<file path="src/rtl/cpu_multiciclo.sv">
// Multicycle accumulator core: FETCH/DECODE/EXEC/MEM sequencing, R0 accumulator,
// Z/C flags with conditional jumps, and valid/ready stalls on the I/O ports.
module cpu_multiciclo #(
    parameter  int W      = 8,
    parameter  int REG_AW = 4,
    localparam int IW     = 4 + REG_AW + W
) (
    input  logic          clk,
    input  logic          rst,
    output logic [W-1:0]  imem_addr,
    input  logic [IW-1:0] imem_data,
    output logic [W-1:0]  dmem_addr,
    output logic [W-1:0]  dmem_wdata,
    output logic          dmem_we,
    input  logic [W-1:0]  dmem_rdata,
    input  logic [W-1:0]  in_data,
    input  logic          in_valid,
    output logic          in_ready,
    output logic [W-1:0]  out_data,
    output logic          out_valid,
    input  logic          out_ready,
    output logic [W-1:0]  seg_data,
    output logic [W-1:0]  pc,
    output logic          z_flag,
    output logic          c_flag
);

    typedef enum logic [1:0] {FETCH, DECODE, EXEC, MEM} state_t;

    typedef enum logic [3:0] {
        OP_NOP   = 4'd0,  OP_LI    = 4'd1,  OP_LOAD  = 4'd2,  OP_STORE = 4'd3,
        OP_ADD   = 4'd4,  OP_SUB   = 4'd5,  OP_AND   = 4'd6,  OP_OR    = 4'd7,
        OP_XOR   = 4'd8,  OP_NOT   = 4'd9,  OP_LIN   = 4'd10, OP_PRINT = 4'd11,
        OP_SEG   = 4'd12, OP_JMP   = 4'd13, OP_JZ    = 4'd14, OP_JC    = 4'd15
    } op_t;

    localparam int NREG = 2 ** REG_AW;

    state_t            state;
    state_t            state_nx;
    logic [IW-1:0]     ir;
    logic [W-1:0]      regs [NREG];

    op_t               op;
    logic [REG_AW-1:0] rd;
    logic [W-1:0]      imm;
    logic [W-1:0]      acc;
    logic [W-1:0]      opnd;

    assign op   = op_t'(ir[IW-1 -: 4]);
    assign rd   = ir[W +: REG_AW];
    assign imm  = ir[W-1:0];
    assign acc  = regs[0];
    assign opnd = regs[rd];

    assign imem_addr = pc;

    // ALU: accumulator against R[rd]; carry doubles as borrow for SUB
    logic [W:0]   sum;
    logic [W-1:0] alu_res;
    logic         alu_c;
    logic         alu_op;

    assign sum = {1'b0, acc} + {1'b0, opnd};

    // NOTE: every signal written in a combinational block gets a default first,
    // so no path through the case statements can leave one unassigned (latch).
    always_comb begin
        alu_res = '0;
        alu_c   = 1'b0;
        alu_op  = 1'b1;
        case (op)
            OP_ADD:  {alu_c, alu_res} = sum;
            OP_SUB: begin
                alu_res = acc - opnd;
                alu_c   = acc < opnd;
            end
            OP_AND:  alu_res = acc & opnd;
            OP_OR:   alu_res = acc | opnd;
            OP_XOR:  alu_res = acc ^ opnd;
            OP_NOT:  alu_res = ~opnd;
            default: alu_op  = 1'b0;
        endcase
    end

    // Sequencing and port decode; outputs depend on state and ir only
    always_comb begin
        state_nx   = state;
        in_ready   = 1'b0;
        out_valid  = 1'b0;
        out_data   = '0;
        dmem_addr  = '0;
        dmem_wdata = '0;
        dmem_we    = 1'b0;
        case (state)
            FETCH:  state_nx = DECODE;
            DECODE: state_nx = EXEC;
            EXEC: begin
                state_nx = FETCH;
                case (op)
                    OP_LOAD: begin
                        dmem_addr = imm;
                        state_nx  = MEM;
                    end
                    OP_STORE: begin
                        dmem_addr  = imm;
                        dmem_wdata = opnd;
                        dmem_we    = 1'b1;
                    end
                    OP_LIN: begin
                        in_ready = 1'b1;
                        if (!in_valid) state_nx = EXEC;
                    end
                    OP_PRINT: begin
                        out_valid = 1'b1;
                        out_data  = opnd;
                        if (!out_ready) state_nx = EXEC;
                    end
                    default: ;
                endcase
            end
            MEM: begin
                dmem_addr = imm;
                state_nx  = FETCH;
            end
            default: state_nx = FETCH;
        endcase
    end

    logic jump;

    always_comb begin
        jump = 1'b0;
        if (state == EXEC) begin
            case (op)
                OP_JMP:  jump = 1'b1;
                OP_JZ:   jump = z_flag;
                OP_JC:   jump = c_flag;
                default: jump = 1'b0;
            endcase
        end
    end

    // Register-file write port: one write per instruction at most
    logic              reg_we;
    logic [REG_AW-1:0] reg_wa;
    logic [W-1:0]      reg_wd;

    always_comb begin
        reg_we = 1'b0;
        reg_wa = rd;
        reg_wd = imm;
        if (state == EXEC) begin
            if (alu_op) begin
                reg_we = 1'b1;
                reg_wa = '0;
                reg_wd = alu_res;
            end else begin
                case (op)
                    OP_LI:  reg_we = 1'b1;
                    OP_LIN: begin
                        reg_we = in_valid;
                        reg_wd = in_data;
                    end
                    default: reg_we = 1'b0;
                endcase
            end
        end else if (state == MEM) begin
            reg_we = 1'b1;
            reg_wd = dmem_rdata;
        end
    end

    // NOTE: sequential state is assigned with <= only, so every flop samples
    // the pre-edge values regardless of statement order inside the block.
    always_ff @(posedge clk or negedge rst) begin
        if (!rst) begin
            state    <= FETCH;
            pc       <= '0;
            ir       <= '0;
            z_flag   <= 1'b0;
            c_flag   <= 1'b0;
            seg_data <= '0;
            // NOTE: the register file is deliberately reset (flops, not a RAM
            // macro): programs rely on every register reading 0 after reset.
            for (int i = 0; i < NREG; i++) regs[i] <= '0;
        end else begin
            state <= state_nx;
            if (state == DECODE) begin
                ir <= imem_data;
                pc <= pc + W'(1);
            end
            if (jump) pc <= imm;
            if (reg_we) regs[reg_wa] <= reg_wd;
            if (state == EXEC && alu_op) begin
                z_flag <= (alu_res == '0);
                c_flag <= alu_c;
            end
            if (state == EXEC && op == OP_SEG) seg_data <= imm;
        end
    end

endmodule

</file>
<file path="config.mk">
export PLATFORM = sky130hd
export DESIGN_NAME = cpu_multiciclo
export DESIGN_NICKNAME = d
export VERILOG_FILES = /design/src/rtl/cpu_multiciclo.sv
export SDC_FILE = /design/constraint.sdc
export NUM_CORES = 1
export LEC_CHECK = 0
export CAP_MARGIN = 20
export CELL_PAD_IN_SITES_DETAIL_PLACEMENT = 0
export CELL_PAD_IN_SITES_GLOBAL_PLACEMENT = 1
export CORE_ASPECT_RATIO = 0.75
export CORE_MARGIN = 3
export CORE_UTILIZATION = 50
export DETAILED_ROUTE_END_ITERATION = 8
export GPL_TIMING_DRIVEN = 0
export PLACE_DENSITY = 0.88
export SLEW_MARGIN = 40
export SYNTH_ARGS = -nofsm -noshare
export SYNTH_HDL_FRONTEND = slang
export SYNTH_SLANG_ARGS = --single-unit
export TNS_END_PERCENT = 5
</file>
<file path="constraint.sdc">
create_clock -name clk -period 11.7 [get_ports clk]
set_input_delay 1.755 -clock clk [delete_from_list [all_inputs] [get_ports clk]]
set_output_delay 1.755 -clock clk [all_outputs]
set_load 0.1 [all_outputs]
</file>
# --- After elaboration in Yosys (flattened, before gate mapping) ---
# Cells that the tools add are included.
totals:
  word_cells: 100
  register_bits: 164
  inputBits: 36
  out_inout_bits: 53
classes:
  muxes: 39
  order_cmp: 4
  n_bitwise: 6
  n_eq_ne: 18
  reduce_logical: 8
  add_sub_neg: 3
ops:
  columns: ["op", "count"]
  rows:
  - ["$bwmux 128", 1]
  - ["$mux 8", 14]
  - ["$pmux 8 s6", 1]
  - ["$bmux 8 s4", 1]
  - ["$demux 8 s4", 1]
  - ["$eq 4x4->1 const B", 8]
  - ["$eq 4x3->1 const B", 4]
  - ["$pmux 8 s2", 1]
  - ["$mux 1", 11]
  - ["$ge 5x5->1 const B", 2]
  - ["$not 4->5", 2]
  - ["$add 8x8->9", 1]
  - ["$add 8x1->8 const B", 1]
  - ["$and 8x8->8", 1]
  - ["$eq 4x2->1 const B", 2]
  - ["$logic_not 8->1", 1]
  - ["$lt 8x8->1", 1]
  - ["$mux 4", 2]
  - ["$not 8->8", 1]
  - ["$or 8x8->8", 1]
  - ["$pmux 2 s4", 1]
  - ["$sub 8x8->8", 1]
  - ["$xor 8x8->8", 1]
  - ["$pmux 2 s3", 1]
  - ["12 further kinds", 17]

# --- Longest topological paths before layout ---
# Gate-level depths: netlist of run 1.
logic_depth:
  ltp_word: 11
  depth_mapped: 18
  mapped_depth_nobuf: 15

# --- Worst setup path after synthesis of run 1 ---
# OpenSTA, ideal clock, no wires.
synth_timing:
  path_kind: "register to output"
  startpoint: "register ir[8]"
  endpoint: "output port dmem_wdata[6]"
  arrival_ps: 2791
  t_required_ps: 9945
  path_stages_with_launch: 8
  slack_ps: 7154
  path_buffers: 3
  path_cell_list: "dfrtp_1 buf_6 buf_4 and2_1 buf_2 a221oi_1 o21ai_0 nor2_1"
synth_via:
  elab_chain_cells: 6
synth_lines:
  columns: ["item", "line", "source"]
  rows:
  - ["start, declared", "41", "logic [IW-1:0] ir;"]
  - ["start signal, assigned", "190", "ir <= imem_data;"]
  - ["$not 4->5 (not written as such)", "54", "assign opnd = regs[rd];"]
  - ["$bmux 8 s4", "54", null]
  - ["$mux 8 (not written as such) (2 in series)", "54", null]
  - ["$mux 8", "100", "case (op)"]
  - ["$mux 8", "95", "case (state)"]
  - ["end, declared", "13", "output logic [W-1:0] dmem_wdata,"]
# No other way between the ends. The select of a mux whose other input is x is not followed.

# --- Worst setup path after layout of run 1 ---
layout_timing:
  startpoint: "register ir[9]"
  endpoint: "register regs[47] (netlist bit)"
layout_via:
  elab_chain_cells: 9
  word_cells_on_any_way: 22
  cone_classes: "add/sub (2); order compare (2); mux (11); bitwise (6); reduce/logical (1)"
layout_lines:
  columns: ["item", "line", "source"]
  rows:
  - ["$not 4->5 (not written as such)", "54", null]
  - ["$bmux 8 s4", "54", null]
  - ["$mux 8 (not written as such) (2 in series)", "54", null]
  - ["$sub 8x8->8 (tied with other cells)", "75", "alu_res = acc - opnd;"]
  - ["$pmux 8 s6", "72", "case (op)"]
  - ["$mux 8", "154", "if (alu_op) begin"]
  - ["$mux 8", "153", "if (state == EXEC) begin"]
  - ["$bwmux 128 *", "194", "if (reg_we) regs[reg_wa] <= reg_wd;"]
  - ["end signal, assigned by index", "194", null]
  - ["end, declared", "42", "logic [W-1:0] regs [NREG];"]
# Mark *: on every way between the ends. The rest lies on a longest branch, timed or not. The select of a mux whose other input is x is not followed.
# A chain may end at the register's enable or synchronous reset.

==> impl_metrics.env, run 1 <==
export IMPL_clk_latency_ns=0.44
export IMPL_powerDensity_nw_per_um2=324.5
export IMPL_netlist_top_cells_area="dfrtp_1 44%, mux2_2 10%, mux2_1 6.4%"
export IMPL_synth_top_flop_cell="dfrtp_1"
export IMPL_setup_tns_ns=0
export IMPL_drt_first_pass_iters=7
export IMPL_relSlewSlack_pct=44.61
export IMPL_internal_power_w=0.001805
export IMPL_drv_cap=0
export IMPL_fin_skew_ns=0.01027
export IMPL_layout_setup_ws_ns=6.545
export IMPL_dieArea_sq_um=20430
export IMPL_num_rows=42
export IMPL_synth_lib_cells_used_distinct=71
export IMPL_clk_pin_slew_ns=0.06
export IMPL_via_per_inst=5.877
export IMPL_cts_setup_buffers=0
export IMPL_crit_path_start="ir[9]$_DFFE_PN0P_"
export IMPL_htreeDepth=4
export IMPL_area_delta_synth_final_pct=16.82
export IMPL_reg2reg_from="ir[9]$_DFFE_PN0P_"
export IMPL_arrival_ns=5.46
export IMPL_r2r_slack_ns=6.55
export IMPL_worstPathRequired_ns=12.01
export IMPL_synth_area_sq_um=9366
export IMPL_final_antenna_net_count=0
export IMPL_seq_area_frac_synth_pct=43.82
export IMPL_synth_cells=836
export IMPL_status="finished clean"
export IMPL_grt_pass1_vias=6990
export IMPL_hold_class="flop to flop"
export IMPL_placedCellCount=1169
export IMPL_initial_utilization_pct=51.96
export IMPL_place_ws_ns=6.713
export IMPL_cts_buffer_depth=2
export IMPL_core_sq_um=18020
export IMPL_gp_congestion=0.9213
export IMPL_grt_overflow_total=0
export IMPL_min_delay_start="regs[62]$_DFFE_PN0P_"
export IMPL_final_cells=1201
export IMPL_drt_iter0_markers=637
export IMPL_synth_top_area_share_pct=43.82
export IMPL_cts_root_buf="clkbuf_16"
export IMPL_final_cell_mix="164 x dfrtp_1, 86 x mux2_2, 73 x nand2_1"
export IMPL_synth_area_per_cell_sq_um=11.20
export IMPL_cts_tree="done"
export IMPL_io_buffer_count=88
export IMPL_dp_hpwl_microns=18790
export IMPL_vdd_ir_drop_max_v=0.0002021
export IMPL_grtUsageMet1_pct=38.88
export IMPL_worst_pin_slew_ns=0.8099
export IMPL_drv_slew=0
export IMPL_busiest_layer="met1"
export IMPL_final_common_cell="dfrtp_1"
export IMPL_switching_share_pct=49.16
export IMPL_grt_usage_pct=26.09
export IMPL_antenna_found_initial=0
export IMPL_io_pins=89
export IMPL_setup_viol=0
export IMPL_pwr_share_comb_pct=57.6
export IMPL_crit_type="flop to flop"
export IMPL_p_leak_nw=5.345
export IMPL_cts_buffers=17
export IMPL_cts_resized=0
export IMPL_finalCritPeriodShare_pct=44.06
export IMPL_yosysTopAreaCell="dfrtp_1"
export IMPL_drc=0
export IMPL_crit_path_max_fanout=10
export IMPL_yosysWarnings=0
export IMPL_antenna_cells=0
export IMPL_drive_gt1_share_pct=27.53
export IMPL_cts_sinks=164
export IMPL_routed_wl_microns=25600
export IMPL_die_w_microns=164.0
export IMPL_fmax_mhz=194.0
export IMPL_min_period_ns=5.155
export IMPL_grt_start_max_net_pins=61
export IMPL_syn_num_nets=900
export IMPL_synthArstFlopShare_pct=100.0
export IMPL_switching_power_w=0.001745
export IMPL_seqPwrFrac_pct=26.6
export IMPL_rsz0062_at_grt="no"
export IMPL_hold_violations=0
export IMPL_grt_pass1_wl_microns=40680
export IMPL_global_route_usage_met3_pct=8.644
export IMPL_vias=7058
export IMPL_wire_per_inst_microns=21.31
export IMPL_postCtsHoldBufs=0
export IMPL_fin_nets=1010
export IMPL_clockPowerShare_pct=15.8
export IMPL_gr_usage_met2_pct=37.22
export IMPL_synth_seq_cells=164
export IMPL_synth_edf_count=0
export IMPL_end_kind="flop"
export IMPL_fp_dieH_microns=124.5
export IMPL_crit_path_start_kind="flop"
==> routing by layer <==
| metal | vias up | wire length (microns) |
|---|---|---|
| met5 | - | 0 |
| met4 | 0 | 317 |
| met3 | 28 | 2101 |
| met2 | 231 | 11200 |
| met1 | 3588 | 11980 |
| li1 | 3211 | - |
==> power by group through the flow <==
stage | Combinational (W) | Clock (W) | Sequential, W
6_report | 0.00204 | 0.000561 | 0.000945
2_1_floorplan | 0.00134 | 0 | 0.00109
3_3_place_gp | 0.00202 | 0 | 0.000944
3_5_place_dp | 0.00201 | 0 | 0.000951
5_1_grt | 0.00220 | 0.000590 | 0.000975
4_1_cts | 0.00202 | 0.000564 | 0.000943
==> through the flow <==
| step | hold slack (ns) | util, % | instance area (sq um) | power (W) |
|---|---|---|---|---|
| after detailed placement | 0.4775 | 57.48 | 10360 | 0.002956 |
| after global routing | 0.5033 | 60.70 | 10940 | 0.003763 |
| after global placement | 0.4679 | 58.53 | 10550 | 0.002967 |
| final | 0.4879 | 60.70 | 10940 | 0.003550 |
| after CTS | 0.4927 | 60.67 | 10940 | 0.003524 |
| after floorplan | 0.4585 | - | 9366 | 0.002426 |
==> state kept, by name, summed over array words and instances, names as in the netlist <==
name       count
c_flag         1
regs         120
imem_addr      8
seg_data       8
acc            8
ir            16
state          2
z_flag         1
==> Yosys cell counts (4+ instances only) <==
cell and number:
mux4_2 21, a22oi_1 8, a21oi_2 4, xor2_1 4, mux2_2 86, nand3_1 6
nor2b_1 16, inv_1 33, dfrtp_1 164, and2_1 10, buf_4 16, inv_2 5
a221oi_1 8, nor2_1 56, nand3_2 10, buf_2 18, clkbuf_1 17, a31oi_1 4
a21oi_1 24, or3_1 4, mux2i_1 36, ha_1 26, nand2_1 73, mux2_1 53
nand4_1 7, nor3_1 14, o22ai_1 6, o21ai_0 30, nand2b_1 7
==> final cells by class <==
cell class	count	area, sq um
plain buffers	55	311.5
repair buffers	91	680.7
multi-input cells	579	4825
clock inverters	11	125.1
clock buffers	21	450.4
fillers	1510	7083
inverters	38	142.6
flip-flops and latches	164	4104
well taps	242	302.8
==> worst paths after layout <==
path	cells past startpoint	to
max reg2reg	15	regs[47]$_DFFE_PN0P_
min reg2reg	1	regs[62]$_DFFE_PN0P_
max in group asynchronous	2	regs[99]$_DFFE_PN0P_
min in group asynchronous	1	regs[29]$_DFFE_PN0P_
min	1	regs[62]$_DFFE_PN0P_
max	15	regs[47]$_DFFE_PN0P_
==> worst max-delay path, stage by stage, from the launching register on <==
cell and delay (ns):
dfrtp_1 0.37, buf_2 0.30, nand2b_1 0.29, a211oi_1 0.08, a2111oi_0 0.74, a21oi_2 0.30
ha_1 0.39, buf_2 0.20, nor3b_1 0.07, a2111oi_1 0.63, a2bb2oi_1 0.23, xnor2_1 0.17
a221oi_1 0.48, a221oi_2 0.23, buf_4 0.24, mux2_1 0.29
==> cells by family (layout without fill, tap and decap cells) <==
kind of cell    after synthesis  count (layout)  synth area share, %
mux                         196             196                25.61
simple gates                223             223                11.84
xor+xnor                      7               7               0.6546
fa+ha+maj                    28              28                3.901
buf+inv                      93             216                4.849
flops                       164             164                43.82
compound gates              125             125                9.337
Note: power is estimated with default switching activity, not from simulation.
==> inputs of run 2 (changes only) <==
CORE_UTILIZATION = 47   (was 50)
PLACE_DENSITY = 0.83   (was 0.88)
clock period = 5.1 ns   (was 11.7 ns; I/O delays follow)
==> run 2 against run 1 <==
Clock-buffer cell count is 1 lower. Cell count grew 0.92%. Design area hardly changed. Clock skew is 0.0083 ns higher. Sequential cell count stayed put. Combinational power rose by 130%. Clock power rose by 110%. Power increased by 130%. Largest power group unchanged. Sequential share of layout area is essentially flat. Die area is 6.1% higher. Non-clock buffer count is the same. Fmax rose by 4.5%. Critical endpoint is now regs[14]$_DFFE_PN0P_.
==> impl_metrics.env, run 2 (synthesis results as in run 1) <==
export IMPL_status="finished clean"
export IMPL_nFillCells=1679
export IMPL_cts_buffer_depth=2
export IMPL_io_pins=89
export IMPL_cts_sinks=164
export IMPL_die_w_microns=169.0
export IMPL_grt_usage_pct=24.13
export IMPL_relSlewSlack_pct=45.60
export IMPL_fp_dieH_microns=128.3
export IMPL_min_period_ns=4.932
export IMPL_placedCellCount=1180
export IMPL_drv_cap=0
export IMPL_crit_path_start_kind="flop"
export IMPL_final_cell_mix="164 x dfrtp_1, 86 x mux2_2, 73 x nand2_1"
export IMPL_cts_tree="done"
export IMPL_drt_iter0_markers=625
export IMPL_setup_viol=0
export IMPL_vias=6958
export IMPL_antenna_cells=0
export IMPL_worstPathRequired_ns=5.41
export IMPL_finalCritPeriodShare_pct=96.70
export IMPL_setup_tns_ns=0
export IMPL_max_stage_delay_ns=0.61
export IMPL_path_delay_family="compound AO/OA/AOI/OAI gates"
export IMPL_place_ws_ns=-0.005344
export IMPL_fin_nets=1010
export IMPL_wire_per_inst_microns=21.17
export IMPL_vdd_ir_drop_max_v=0.0004986
export IMPL_gp_congestion=0.9197
export IMPL_dp_hpwl_microns=19010
export IMPL_clk_latency_ns=0.44
export IMPL_p_leak_nw=5.326
export IMPL_final_common_cell="dfrtp_1"
export IMPL_grt_start_max_net_pins=48
export IMPL_grt_pass1_wl_microns=39850
export IMPL_grt_overflow_total=0
export IMPL_cp_slowest_cell="a22oi_2"
export IMPL_fmax_mhz=202.8
export IMPL_htreeDepth=4
export IMPL_core_sq_um=19430
export IMPL_reg_largest_list="regs x120, ir x16"
export IMPL_io_buffer_count=88
export IMPL_antenna_found_initial=0
export IMPL_final_cells=1212
export IMPL_path_cells="buf_6, buf_4, nor2_2, a221oi_1, a22oi_2, ha_1, buf_2, nand2b_1, a221oi_1, mux2i_1, o21ai_0, nor3_1, a21oi_1, buf_2, mux2_2"
export IMPL_hold_violations=0
export IMPL_layout_setup_ws_ns=0.1681
export IMPL_cts_buffers=17
export IMPL_cts_root_buf="clkbuf_16"
export IMPL_arrival_ns=5.24
export IMPL_worst_pin_slew_ns=0.8098
export IMPL_end_kind="flop"
export IMPL_via_per_inst=5.741
export IMPL_initial_utilization_pct=48.20
export IMPL_hold_class="input pin to async pin"
export IMPL_drt_first_pass_iters=7
export IMPL_largest_reg_flops=120
export IMPL_powerDensity_nw_per_um2=737.3
export IMPL_dieArea_sq_um=21680
export IMPL_routed_wl_microns=25650
export IMPL_drc=0
export IMPL_crit_path_max_fanout=10
export IMPL_clk_pin_slew_ns=0.07
export IMPL_drv_slew=0
export IMPL_area_delta_synth_final_pct=16.83
export IMPL_critical_path_buf_inv_count=4
export IMPL_postCtsHoldBufs=0
export IMPL_crit_type="flop to flop"
export IMPL_num_rows=44
export IMPL_drive_gt1_share_pct=27.95
export IMPL_largest_register="regs"
export IMPL_fin_skew_ns=0.01857
export IMPL_final_antenna_net_count=0
export IMPL_rsz0062_at_grt="no"
export IMPL_grt_pass1_vias=6767
-- run 2: cell count changes in the layout (fill, tap and decap cells not counted), moves of 2 or more --
cell / previous run / this run
clkinv_2: 4 / 2
a2111oi_0: 2 / 0
bufinv_16: 2 / 0
inv_6: 2 / 4
buf_12: 0 / 2
clkinvlp_4: 1 / 3
-- run 2: timing repair --
item / in CTS / in global routing
setup endpoints to repair: 10 / 16
gates resized for setup: 1 / 3
setup buffers: 0 / 0
hold endpoints to repair: 0 / 0
cloned: 0 / 0
pin swaps: 0 / 0
-- run 2: path summary, 6_finish.rpt --
kind / from / end / slack, ns / cells after the start
setup / recovery: ir[8]$_DFFE_PN0P_ / regs[14]$_DFFE_PN0P_ / 0.17 / 15
hold / removal: rst / ir[12]$_DFFE_PN0P_ / 0.21 / 1
setup reg to reg: ir[8]$_DFFE_PN0P_ / regs[14]$_DFFE_PN0P_ / 0.17 / 15
hold reg to reg: regs[78]$_DFFE_PN0P_ / regs[78]$_DFFE_PN0P_ / 0.49 / 1
max in group asynchronous: rst / regs[83]$_DFFE_PN0P_ / 4.09 / 3
min in group clk: regs[78]$_DFFE_PN0P_ / regs[78]$_DFFE_PN0P_ / 0.49 / 1
-- run 2: area by class of cell --
cell class	count	area (sq um)	area share (%)
multi-input combinational	579	4837	44.20
sequential	164	4104	37.50
timing repair buffer	91	688.2	6.289
clock buffer	20	446.7	4.082
tap	253	316.6	2.893
buffer	55	311.5	2.847
inverter	38	142.6	1.303
clock inverter	12	96.34	0.8804
-- run 2: metrics by stage --
step	total power [W]	util, %	hold slack, ns	cell area (sq um)
after global routing	0.008559	56.31	0.2266	10940
after detailed placement	0.006799	53.44	0.4774	10390
after floorplan	0.005566	-	0.4585	9366
final	0.008069	56.31	0.2098	10940
after global placement	0.006814	54.36	0.4677	10560
after CTS	0.008005	56.25	0.2168	10930
-- run 2: routing by layer --
layer  global-route usage (%)  part of all wire [%]  vias to the layer above
li1                         -                     -                     3209
met1                    36.91                    49                     3533
met2                    35.06                    43                      193
met3                    5.610                   5.9                       23
met4                    5.391                   1.4                        0
met5                        0                     0                        -
-- run 2: where the power goes --
part | total [W] | switching [W] | internal (W)
registers | 0.00217 | 0.000361 | 0.00181
clock network | 0.00120 | 0.000552 | 0.000645
logic | 0.00470 | 0.00310 | 0.00161
total | 0.00807 | 0.00401 | 0.00406
==> inputs of run 3 (changes only) <==
CAP_MARGIN = not set   (was 20)
==> results of run 3 <==
The final DEF is identical to that of run 2; final timing and power are the same.
